<file path="src/rtl/seq_call_pkg.sv">
// seq_call_pkg: opcodes, state encodings and instruction field offsets for seq_call
package seq_call_pkg;
  localparam logic [3:0] SEQ_NO = 4'd0, SEQ_CI = 4'd1, SEQ_CR = 4'd2, SEQ_JI = 4'd3, SEQ_JR = 4'd4;
  localparam logic [3:0] SEQ_JZ = 4'd5, SEQ_CALL = 4'd6, SEQ_RET = 4'd7, SEQ_WT = 4'd8;
  localparam logic [1:0] ST_RESET = 2'd0, ST_READY = 2'd1, ST_ERROR = 2'd2;
  function automatic int addr_lo(int data_w);
    return data_w;
  endfunction
  function automatic int cmd_lo(int addr_w, int data_w);
    return addr_w + data_w;
  endfunction
  function automatic int dev_lo(int cmd_w, int addr_w, int data_w);
    return cmd_w + addr_w + data_w;
  endfunction
  function automatic int code_lo(int dev_w, int cmd_w, int addr_w, int data_w);
    return dev_w + cmd_w + addr_w + data_w;
  endfunction
endpackage

</file>
<file path="src/rtl/seq_call_stack.sv">
// seq_call_stack: return-address LIFO with synchronous clear, push/pop ignored when full/empty
module seq_call_stack #(
  parameter int DEPTH = 4,
  parameter int W = 8
) (
  input  logic         clock,
  input  logic         clear,
  input  logic         push,
  input  logic         pop,
  input  logic [W-1:0] din,
  output logic [W-1:0] dout,
  output logic         full,
  output logic         empty
);
  localparam int SP_W = $clog2(DEPTH + 1);
  localparam int IDX_W = DEPTH > 1 ? $clog2(DEPTH) : 1;
  logic [SP_W-1:0] sp;
  logic [W-1:0] mem [DEPTH];
  assign full = sp == SP_W'(DEPTH);
  assign empty = sp == '0;
  assign dout = mem[IDX_W'(sp - 1'b1)];
  always_ff @(posedge clock)
    if (clear) sp <= '0;
    else if (push && !full) begin
      mem[IDX_W'(sp)] <= din;
      sp <= sp + 1'b1;
    end else if (pop && !empty) sp <= sp - 1'b1;
endmodule

</file>
<file path="src/rtl/seq_call.sv">
// seq_call: program sequencer with call/return stack; opcode WT only when SEQ_CALL_WAIT_EN is defined
module seq_call
  import seq_call_pkg::*;
#(
  parameter int ADDR_W = 8,
  parameter int DATA_W = 8,
  parameter int CMD_W = 4,
  parameter int DEV_W = 3,
  parameter int NUM_IREG = 4,
  parameter int STACK_DEPTH = 4
) (
  input  logic                           clock,
  input  logic                           reset,
  input  logic [3+DEV_W+CMD_W+ADDR_W+DATA_W:0] inst,
  input  logic                           inst_en,
  input  logic [NUM_IREG*DATA_W-1:0]     ireg,
  output logic [ADDR_W-1:0]              next,
  output logic [CMD_W+DATA_W-1:0]        oreg,
  output logic [2**DEV_W-1:0]            oreg_wen,
  output logic                           error
);
  localparam int SRC_W = NUM_IREG > 1 ? $clog2(NUM_IREG) : 1;
  localparam int NUM_DEV = 2 ** DEV_W;
  localparam int A_LO = addr_lo(DATA_W);
  localparam int C_LO = cmd_lo(ADDR_W, DATA_W);
  localparam int D_LO = dev_lo(CMD_W, ADDR_W, DATA_W);
  localparam int O_LO = code_lo(DEV_W, CMD_W, ADDR_W, DATA_W);
  logic [1:0] state, nx_state;
  logic [3:0] code;
  logic [DEV_W-1:0] dev;
  logic [CMD_W-1:0] cmd;
  logic [ADDR_W-1:0] addr, inc, top, nx_next;
  logic [DATA_W-1:0] arg, sel;
  logic [SRC_W-1:0] src;
  logic [CMD_W+DATA_W-1:0] nx_oreg;
  logic [NUM_DEV-1:0] nx_wen;
  logic push, pop, full, empty, bad;
  assign code = inst[O_LO +: 4];
  assign dev = inst[D_LO +: DEV_W];
  assign cmd = inst[C_LO +: CMD_W];
  assign addr = inst[A_LO +: ADDR_W];
  assign arg = inst[DATA_W-1:0];
  assign src = arg[SRC_W-1:0];
  assign inc = next + 1'b1;
  assign error = state == ST_ERROR;
  seq_call_stack #(.DEPTH(STACK_DEPTH), .W(ADDR_W)) u_stack (
    .clock(clock), .clear(reset), .push(push), .pop(pop), .din(inc), .dout(top), .full(full), .empty(empty)
  );
  always_comb begin
    sel = '0;
    for (int i = 0; i < NUM_IREG; i++) if (src == SRC_W'(i)) sel = ireg[i*DATA_W +: DATA_W];
  end
  always_comb begin
    nx_state = state;
    nx_next = next;
    nx_oreg = '0;
    nx_wen = '0;
    push = 1'b0;
    pop = 1'b0;
    bad = 1'b0;
    case (state)
      ST_RESET: begin
        nx_state = ST_READY;
        nx_next = '0;
      end
      ST_READY:
        if (inst_en)
          case (code)
            SEQ_NO: nx_next = inc;
            SEQ_CI: begin
              nx_next = inc;
              nx_oreg = {cmd, arg};
              nx_wen = NUM_DEV'(1) << dev;
            end
            SEQ_CR: begin
              nx_next = inc;
              nx_oreg = {cmd, sel};
              nx_wen = NUM_DEV'(1) << dev;
            end
            SEQ_JI: nx_next = addr;
            SEQ_JR: nx_next = ADDR_W'(sel);
            SEQ_JZ: nx_next = sel == '0 ? addr : inc;
            SEQ_CALL: begin
              push = !full;
              bad = full;
              nx_next = addr;
            end
            SEQ_RET: begin
              pop = !empty;
              bad = empty;
              nx_next = top;
            end
`ifdef SEQ_CALL_WAIT_EN
            SEQ_WT: nx_next = sel == '0 ? next : inc;
`else
            SEQ_WT: bad = 1'b1;
`endif
            default: bad = 1'b1;
          endcase
      default: bad = 1'b1;
    endcase
    if (bad) begin
      nx_state = ST_ERROR;
      nx_next = '0;
    end
  end
  always_ff @(posedge clock)
    if (reset) begin
      state <= ST_RESET;
      next <= '0;
      oreg <= '0;
      oreg_wen <= '0;
    end else begin
      state <= nx_state;
      next <= nx_next;
      oreg <= nx_oreg;
      oreg_wen <= nx_wen;
    end
endmodule
</file>
<file path="config.mk">
export PLATFORM = sky130hd
export DESIGN_NAME = seq_call
export DESIGN_NICKNAME = d
export VERILOG_FILES = /design/src/rtl/seq_call_pkg.sv /design/src/rtl/seq_call_stack.sv /design/src/rtl/seq_call.sv
export SDC_FILE = /design/constraint.sdc
export NUM_CORES = 1
export LEC_CHECK = 0
export CAP_MARGIN = 20
export CORE_MARGIN = 2
export CORE_UTILIZATION = 48
export CTS_CLUSTER_DIAMETER = 30
export DETAILED_ROUTE_END_ITERATION = 8
export HOLD_SLACK_MARGIN = 0.12
export PLACE_DENSITY_LB_ADDON = 0.1
export SLEW_MARGIN = 40
export SYNTH_ARGS = -nofsm -noshare
export SYNTH_HDL_FRONTEND = slang
export SYNTH_SLANG_ARGS = --single-unit
export TNS_END_PERCENT = 30
</file>
<file path="constraint.sdc">
create_clock -name clock -period 3.64 [get_ports clock]
set_clock_uncertainty 0.2 [all_clocks]
set_input_delay 0.728 -clock clock [delete_from_list [all_inputs] [get_ports clock]]
set_output_delay 0.728 -clock clock [all_outputs]
set_load 0.05 [all_outputs]
</file>
==> results of run 1 <==
-- layout make-up --
class                           instances  area, sq um
Fill cell                             515         2190
Sequential cell                        65         1620
Multi-Input combinational cell        198         1590
Timing Repair Buffer                  108         1040
Clock buffer                            9          124
Tap cell                               80          100
Clock inverter                          7         62.6
Inverter                                8         30.0
-- worst paths after layout --
path | start | to
setup / recovery | inst[0] | next[1]$_SDFFE_PP0P_
hold / removal | u_stack.sp[1]$_SDFFE_PP0P_ | u_stack.sp[1]$_SDFFE_PP0P_
setup reg to reg | u_stack.sp[1]$_SDFFE_PP0P_ | next[2]$_SDFFE_PP0P_
hold reg to reg | u_stack.sp[1]$_SDFFE_PP0P_ | u_stack.sp[1]$_SDFFE_PP0P_
-- worst max-delay path, delay by kind of cell --
kind	cells	cell delay, ps
muxes	2	880
buffers and inverters	2	650
and+or+nand+nor	2	520
AOI/OAI and AO/OA	1	310
-- cells by family (layout without fill, tap and decap cells) --
group,after synthesis,after routing,share of synthesized area
compound gates,68,68,0.139
xor+xnor,9,9,0.0237
fa+ha+maj,6,6,0.0226
buf+inv,25,132,0.0343
flops,65,65,0.488
mux,21,21,0.127
simple gates,94,94,0.165
-- power groups by stage --
stage                     logic [mW]  registers [mW]  clock network, mW
after CTS                      0.214           0.772              0.591
after global placement         0.212           0.788                  0
after global routing           0.230           0.772              0.624
final                          0.215           0.772              0.577
after detailed placement       0.212           0.789                  0
after floorplan               0.0991           0.795                  0
-- state kept, by name, summed over array words and instances, names as in the netlist --
name and flops:
next 8, oreg 12, oreg_wen 8, u_stack.mem 32, u_stack.sp 3, state 2
-- stage by stage --
step	utilization	instance area [sq um]	hold slack [ps]
3_5_place_dp	0.648	4380	296
3_3_place_gp	0.648	4380	285
5_1_grt	0.675	4560	346
2_1_floorplan	-	3320	265
4_1_cts	0.675	4560	307
6_report	0.675	4560	304
-- metal layers --
metal	global-route usage	up-vias	routed length, microns
met3	0.0540	13	497
met1	0.301	1307	3570
met2	0.379	104	4420
met5	0	-	0
met4	0.0993	0	137
li1	-	1313	-
-- placed cells by master (no fill, tap or decap), drive strengths merged, types with 3 or more instances in the layout --
cell type,synthesis,layout
a21oi,15,15
a221oi,3,3
a22oi,9,9
and2,11,11
and3,4,4
buf,7,18
clkbuf,10,9
clkdlybuf4s50,0,90
clkinvlp,0,3
dfxtp,33,33
edfxtp,32,32
ha,6,6
inv,8,11
mux2i,4,4
mux4,16,16
nand2,19,19
nand3,8,8
nor2,22,22
nor3,4,4
nor4,4,4
nor4b,4,4
o211ai,7,7
o21ai,15,15
o221ai,5,5
xnor2,4,4
xor2,5,5
==> run_results.csv, run 1 <==
group,metric,value,unit
die,start_util,0.492,
clock_network,clockBufferDepth,2,
timing,relSlewSlack,0.616,
logic_synthesis,ys_types,55,
die,die_w,87.2,microns
critical_path,cp_data_arrival_time,3090,ps
placement,place_inst,459,
critical_path,regToRegSetupSlack,930,ps
logic_synthesis,syn_nets,356,
logic_synthesis,synthCells,288,
clock_network,cts_setup_buffers,0,
timing,hold_violations,0,
placement,gp_congestion,0.890,
logic_synthesis,yosysTopAreaCellShare,0.289,
logic_synthesis,yosys.area.top_type,"edfxtp_1",
global_route,grt_first_pass_wirelength,13300,microns
drt,post-route-drc-count,0,
logic_synthesis,syn_area_per_cell,11.5,sq um
timing,setup_ws,577,ps
timing,slew_viol_final,0,
global_route,grt_max_degree,16,
timing,fmax,326,MHz
logic_synthesis,ys.flop_type,"dfxtp_1",
timing,finalCritPeriodShare,0.842,
worst_hold_path,holdPathStages,2,
pwr,p_switching,0.421,mW
critical_path,worstPathRequired,3670,ps
critical_path,startpoint_type,"primary input",
run,cap_violations,0,
clock_network,cts_root_buffer,"clkbuf_8",
cells_and_area,area_delta_synth_final,37.3,%
placement,port_buffers,90,
clock_network,clk_latency,350,ps
global_route,track_usage,0.234,
cells_and_area,drive_gt1_frac,0.144,
drt,vias,2737,
pwr,p_total,1.56,mW
critical_path,ff2ff_path_depth,7,
drt,post_drt_wl_per_cell,18.2,microns
logic_synthesis,synth_warnings,0,
logic_synthesis,yosysSeqAreaShare,0.488,
timing,tightest_slew,571,ps
clock_network,cts_buffers,9,
die,io_pins,91,
clock_network,cts_tree,"yes",
global_route,antenna_found_initial,0,
logic_synthesis,synth_top_cells_by_count,"dfxtp_1, edfxtp_1, nor2_1",
pwr,peakVddDrop,0.000271,V
global_route,grt_pass1_vias,2684,
timing,tns,0,ps
clock_network,cts_sinks,65,
global_route,grt-ovfl-total,0,
critical_path,critPathMaxFanout,9,
pwr,swShare,0.270,
critical_path,worstPathCellList,"clkdlybuf4s50_1, buf_4, mux4_2, nor4_4, and2_1, mux2_4, a221o_1",
drt,viasPerCell,5.76,
critical_path,critPathSlowestCell,"mux4_2",
pwr,internal-power,1.14,mW
logic_synthesis,synth_seq_cells,65,
pwr,clkPwrFrac,0.369,
drt,wirelength,8630,microns
placement,dp_slack,227,ps
logic_synthesis,synth_edf_count,32,
clock_network,clk_pin_slew,80,ps
pwr,power.share.combinational,0.137,
die,die_area,7600,sq um
die,num_rows,30,
die,die_y,87.2,microns
logic_synthesis,post-synth-top-count-cell,"dfxtp_1",
cells_and_area,final_cells,475,
critical_path,cp_slowest_stage_delay,580,ps
cells_and_area,diodes,0,
clock_network,htree_levels,3,
logic_synthesis,syn_area,3320,sq um
die,core,6760,sq um
drt,dr.pass1.iters,5,
clock_network,cts-resized-gates,0,
timing,setup_viol,0,
timing,post-route-min-period,3060,ps
placement,post-dp-hpwl,6590,microns
clock_network,ctsHoldBuffers,0,
timing,rsz0062_at_grt,"false",
drt,drt_iter0_markers,198,
pwr,power_density,343,nW/um^2
critical_path,path_class,"in -> reg",
drt,drtAntennaViolNets,0,
logic_synthesis,synthTopCellsByArea,"edfxtp_1, dfxtp_1, mux4_2, nor2_1, a21oi_1",
logic_synthesis,synthArstFlopShare,0,
critical_path,critPathCaptureType,"register",
cells_and_area,final_nets,458,
worst_hold_path,hp-class,"reg -> reg",
pwr,seqPwrFrac,0.493,
pwr,power.leakage,1.58,nW
outcome,status,"completed",
No activity file was read; power rests on OpenSTA's default activity.
==> inputs of run 2 (changes only) <==
- clock period: 3.64 -> 2.86 ns (I/O delays scaled with it)
==> run 2 against run 1 <==
Wire length up 0.81%; final cell count up 4.0%; combinational power grew 39%; non-clock buffer count up 19; utilization grew 2.5 points; global-route usage is 0.064 points higher; hold slack worse by 1.0 ps; first-iteration DRC count increased by 13%; largest power group unchanged.
==> run_results.csv, run 2 (synthesis gave the netlist of run 1 again) <==
group,metric,value,unit
outcome,status,"completed",
global_route,met2_usage,0.392,
critical_path,path_class,"in -> reg",
timing,relSlewSlack,0.612,
timing,tightest_slew,578,ps
die,die_w,87.2,microns
global_route,grt_pass1_vias,2721,
die,die_area,7600,sq um
drt,post-route-drc-count,0,
critical_path,startpoint_type,"primary input",
die,io_pins,91,
clock_network,cts_root_buffer,"clkbuf_8",
placement,post-dp-hpwl,6710,microns
clock_network,clk_pin_slew,70,ps
timing,setup_viol,0,
critical_path,worstPathRequired,2890,ps
critical_path,cp_data_arrival_time,2700,ps
worst_hold_path,holdCritStartpoint,"u_stack.sp[1]$_SDFFE_PP0P_",
clock_network,cts_buffers,9,
timing,fmax,375,MHz
global_route,grt-ovfl-total,0,
die,num_rows,30,
global_route,antenna_found_initial,0,
drt,viasPerCell,5.71,
timing,slew_viol_final,0,
critical_path,critPathSlowestCell,"clkdlybuf4s50_1",
timing,finalCritPeriodShare,0.932,
die,core,6760,sq um
timing,tns,0,ps
global_route,grt_max_degree,24,
placement,gp_congestion,0.875,
timing,rsz0062_at_grt,"false",
pwr,p_total,2.04,mW
pwr,peakVddDrop,0.000420,V
critical_path,reg2reg_from,"u_stack.sp[1]$_SDFFE_PP0P_",
cells_and_area,final_cell_area,4730,sq um
global_route,groute.layer.met1.usage,0.304,
critical_path,cp_slowest_stage_delay,450,ps
clock_network,clk_latency,350,ps
timing,setup_ws,193,ps
placement,place_area,4540,sq um
cells_and_area,largest_reg_flops,32,
timing,hold_violations,0,
clock_network,cts_setup_buffers,0,
global_route,use_met3,0.0427,
global_route,track_usage,0.234,
drt,post_drt_wl_per_cell,17.6,microns
cells_and_area,diodes,0,
pwr,power.leakage,1.69,nW
clock_network,htree_levels,3,
run,cap_violations,0,
critical_path,worstPathCellList,"clkdlybuf4s50_1, buf_4, mux4_2, nor4_4, and2_4, mux2_4, a221o_1",
cells_and_area,area_delta_synth_final,42.4,%
global_route,grt_first_pass_wirelength,13400,microns
cells_and_area,drive_gt1_frac,0.181,
critical_path,crit_start,"inst[1]",
cells_and_area,final_util,0.700,
cells_and_area,final-seq-area,1620,sq um
cells_and_area,largest-register,"u_stack.mem",
drt,wirelength,8700,microns
global_route,busiest_layer,"met2",
die,die_y,87.2,microns
clock_network,clockBufferDepth,2,
placement,dp_slack,-410,ps
worst_hold_path,hp-class,"reg -> reg",
cells_and_area,final_common_cell,"clkdlybuf4s50_1",
critical_path,critPathCaptureType,"register",
clock_network,cts_sinks,65,
drt,vias,2822,
cells_and_area,multi_input_area,1590,sq um
cells_and_area,final_nets,477,
timing,post-route-min-period,2670,ps
cells_and_area,top_regs,"u_stack.mem: 32 flops, oreg: 12 flops",
drt,drtAntennaViolNets,0,
drt,dr.pass1.iters,5,
clock_network,cts_tree,"yes",
cells_and_area,final_cell_mix,"clkdlybuf4s50_1, buf_4, dfxtp_1",
die,start_util,0.492,
placement,port_buffers,90,
pwr,power_density,431,nW/um^2
critical_path,critPathMaxFanout,9,
drt,drt_iter0_markers,224,
cells_and_area,fill_cells,519,
==> run 2: changes by cell type in the layout (fill, tap and decap cells not counted), sizes merged <==
cell / before / now
clkinvlp: 3 / 0
buf: 18 / 37
bufinv: 0 / 1
dlygate4sd2: 0 / 1
clkinv: 1 / 3
clkbuf: 9 / 11
clkdlybuf4s50: 90 / 89
inv: 11 / 9
==> run 2: area by class of cell <==
type                            count  area share
Timing Repair Buffer              127       0.255
Clock inverter                      5      0.0119
Sequential cell                    65       0.343
Multi-Input combinational cell    198       0.335
Tap cell                           80      0.0212
Clock buffer                       11      0.0278
Inverter                            8     0.00635
==> run 2: final timing paths <==
path | to | slack (ps) | depth (start not counted)
worst max-delay path | next[1]$_SDFFE_PP0P_ | 190 | 7
worst min-delay path | u_stack.sp[1]$_SDFFE_PP0P_ | 300 | 2
worst max register to register | next[2]$_SDFFE_PP0P_ | 430 | 7
worst min register to register | u_stack.sp[1]$_SDFFE_PP0P_ | 300 | 2
==> run 2: per-stage QoR <==
stage,hold WS [ps],instances
2_1_floorplan,265,288
3_3_place_gp,283,478
3_5_place_dp,293,478
4_1_cts,303,494
5_1_grt,326,494
6_report,303,494
==> run 2: worst max-delay path, delay by kind of cell <==
kind / cells / cell delay (ps)
compound gates: 1 / 310
buf+inv: 2 / 620
mux: 2 / 650
simple gates: 2 / 540
==> run 2: routing by layer <==
| layer | share of wire | vias to the layer above |
|---|---|---|
| li1 | - | 1350 |
| met1 | 0.42 | 1364 |
| met2 | 0.52 | 96 |
| met3 | 0.050 | 12 |
| met4 | 0.012 | 0 |
| met5 | 0 | - |
==> run 2: repair_timing <==
item	in CTS	in global routing
endpoints found under the setup margin	1	0
hold buffers	0	0
resized for setup	4	0
==> run 2: power by group <==
| part | internal, mW | total (mW) | switching, mW |
|---|---|---|---|
| Clock | 0.403 | 0.756 | 0.353 |
| Sequential | 0.976 | 0.983 | 0.00682 |
| Combinational | 0.169 | 0.299 | 0.130 |
| Total | 1.55 | 2.04 | 0.490 |
==> inputs of run 3 (changes only) <==
- CAP_MARGIN: 20 -> unset
- PLACE_DENSITY: unset -> 0.9
- PLACE_DENSITY_LB_ADDON: 0.1 -> unset
==> run 3 against run 2 <==
Sequential share of layout area down 0.64 points; cell area up 1.9%; combinational power up 5%; clock power up 4.6%; hold slack better by 7.2 ps; sequential power about the same; register-to-register slack better by 40 ps; global-route usage up 3.8 points; die area unchanged.
==> run_results.csv, run 3 (synthesis gave the netlist of run 1 again) <==
group,metric,value,unit
clock_network,cts_root_buffer,"clkbuf_8",
critical_path,cp_data_arrival_time,2820,ps
cells_and_area,multi_input_area,1590,sq um
critical_path,reg2reg_from,"u_stack.sp[1]$_SDFFE_PP0P_",
timing,finalCritPeriodShare,0.976,
drt,vias,2982,
outcome,status,"completed",
cells_and_area,largest-register,"u_stack.mem",
cells_and_area,fill_cells,450,
clock_network,clockBufferDepth,2,
cells_and_area,drive_gt1_frac,0.192,
critical_path,ff2ff_path_depth,7,
cells_and_area,final_util,0.714,
timing,slew_viol_final,0,
cells_and_area,final_nets,479,
drt,dr.pass1.iters,6,
global_route,grt-ovfl-total,0,
timing,relSlewSlack,0.646,
clock_network,cts_buffers,9,
worst_hold_path,hold_path_end,"next[7]$_SDFFE_PP0P_",
pwr,power.share.combinational,0.150,
global_route,antenna_found_initial,0,
critical_path,critPathCaptureType,"register",
clock_network,cts_setup_buffers,0,
pwr,power.leakage,1.74,nW
critical_path,regToRegSetupSlack,470,ps
timing,tightest_slew,527,ps
clock_network,cts_sinks,65,
timing,tns,0,ps
drt,post-route-drc-count,0,
pwr,peakVddDrop,0.000453,V
global_route,track_usage,0.272,
worst_hold_path,holdPathStages,2,
critical_path,startpoint_type,"primary input",
cells_and_area,final-seq-area,1620,sq um
cells_and_area,largest_reg_flops,32,
timing,hold_violations,0,
cells_and_area,diodes,0,
cells_and_area,final_cell_mix,"clkdlybuf4s50_1, dfxtp_1, buf_4",
placement,post-dp-hpwl,7280,microns
global_route,grt_pass1_vias,2981,
die,io_pins,91,
die,die_y,87.2,microns
timing,post-route-min-period,2790,ps
clock_network,clk_pin_slew,80,ps
pwr,seqPwrFrac,0.471,
timing,rsz0062_at_grt,"false",
die,core,6760,sq um
critical_path,worstPathRequired,2890,ps
placement,gp_congestion,0.929,
pwr,internal-power,1.56,mW
global_route,grt_max_degree,14,
die,die_w,87.2,microns
pwr,clkPwrFrac,0.379,
pwr,swShare,0.253,
pwr,p_switching,0.528,mW
die,die_area,7600,sq um
run,cap_violations,0,
placement,port_buffers,90,
critical_path,reg2reg_to,"next[6]$_SDFFE_PP0P_",
die,num_rows,30,
worst_hold_path,hp-class,"reg -> reg",
clock_network,htree_levels,3,
timing,setup_viol,0,
timing,fmax,358,MHz
die,start_util,0.492,
global_route,grt_first_pass_wirelength,15300,microns
drt,wirelength,9910,microns
cells_and_area,final_common_cell,"clkdlybuf4s50_1",
worst_hold_path,holdCritStartpoint,"next[7]$_SDFFE_PP0P_",
drt,viasPerCell,6.01,
critical_path,path_class,"in -> reg",
cells_and_area,area_delta_synth_final,45.1,%
drt,drtAntennaViolNets,0,
critical_path,critPathMaxFanout,4,
clock_network,cts_tree,"yes",
drt,drt_iter0_markers,364,
clock_network,clk_latency,350,ps
drt,post_drt_wl_per_cell,20.0,microns
cells_and_area,top_regs,"u_stack.mem: 32 flops, oreg: 12 flops",
pwr,power_density,433,nW/um^2
[run 3: final cells by class]
type                       count  share of cell area
tap                           80              0.0208
clock inverter                 7              0.0161
timing repair buffer         129               0.266
clock buffer                   9              0.0257
multi-input combinational    198               0.329
sequential                    65               0.336
inverter                       8             0.00623
[run 3: how the worst max path moves through the flow]
stage                  from                   end  slack (ps)  depth (start not counted)
finish              inst[0]  next[1]$_SDFFE_PP0P_          70                          7
global placement    inst[0]  next[1]$_SDFFE_PP0P_        -340                          7
detailed placement  inst[0]  next[1]$_SDFFE_PP0P_        -390                          7
CTS                 inst[1]  next[1]$_SDFFE_PP0P_         100                          6
floorplan           inst[0]  next[1]$_SDFFE_PP0P_          50                          7
global route        inst[0]  next[1]$_SDFFE_PP0P_          30                          7
[run 3: repair_timing]
action                                  CTS  global route
endpoints found under the setup margin    1             1
gates cloned                              1             0
gates resized for setup                   3             1
hold buffers                              0             0
pin swaps                                 2             0
[run 3: critical path, cell delays in order]
cell           delay, ps
dlygate4sd2_1        300
bufbuf_16            290
mux4_2               540
nor4_4               260
and2_4               200
mux2_4               300
a221o_1              350
[run 3: metrics by stage]
step / total power, mW / instances / setup slack, ps / hold slack [ps] / area [sq um]
2_1_floorplan: 1.14 / 288 / 51.9 / 265 / 3320
3_3_place_gp: 1.30 / 479 / -337 / 282 / 4590
3_5_place_dp: 1.30 / 479 / -388 / 301 / 4590
4_1_cts: 2.09 / 496 / 101 / 313 / 4820
5_1_grt: 2.16 / 496 / 31.9 / 323 / 4820
6_report: 2.09 / 496 / 67.4 / 310 / 4820
[run 3: per-layer routing]
metal	vias up	wire [microns]	track usage
met1	1427	3580	0.335
met4	0	352	0.120
met3	38	834	0.0616
li1	1352	-	-
met5	-	0	0
met2	165	5150	0.457
[run 3: power groups by stage]
stage | clock network [mW] | registers (mW) | logic, mW
floorplan | 0 | 1.01 | 0.126
global placement | 0 | 1.00 | 0.292
detailed placement | 0 | 1.00 | 0.297
CTS | 0.803 | 0.983 | 0.306
global route | 0.845 | 0.984 | 0.332
finish | 0.791 | 0.983 | 0.313
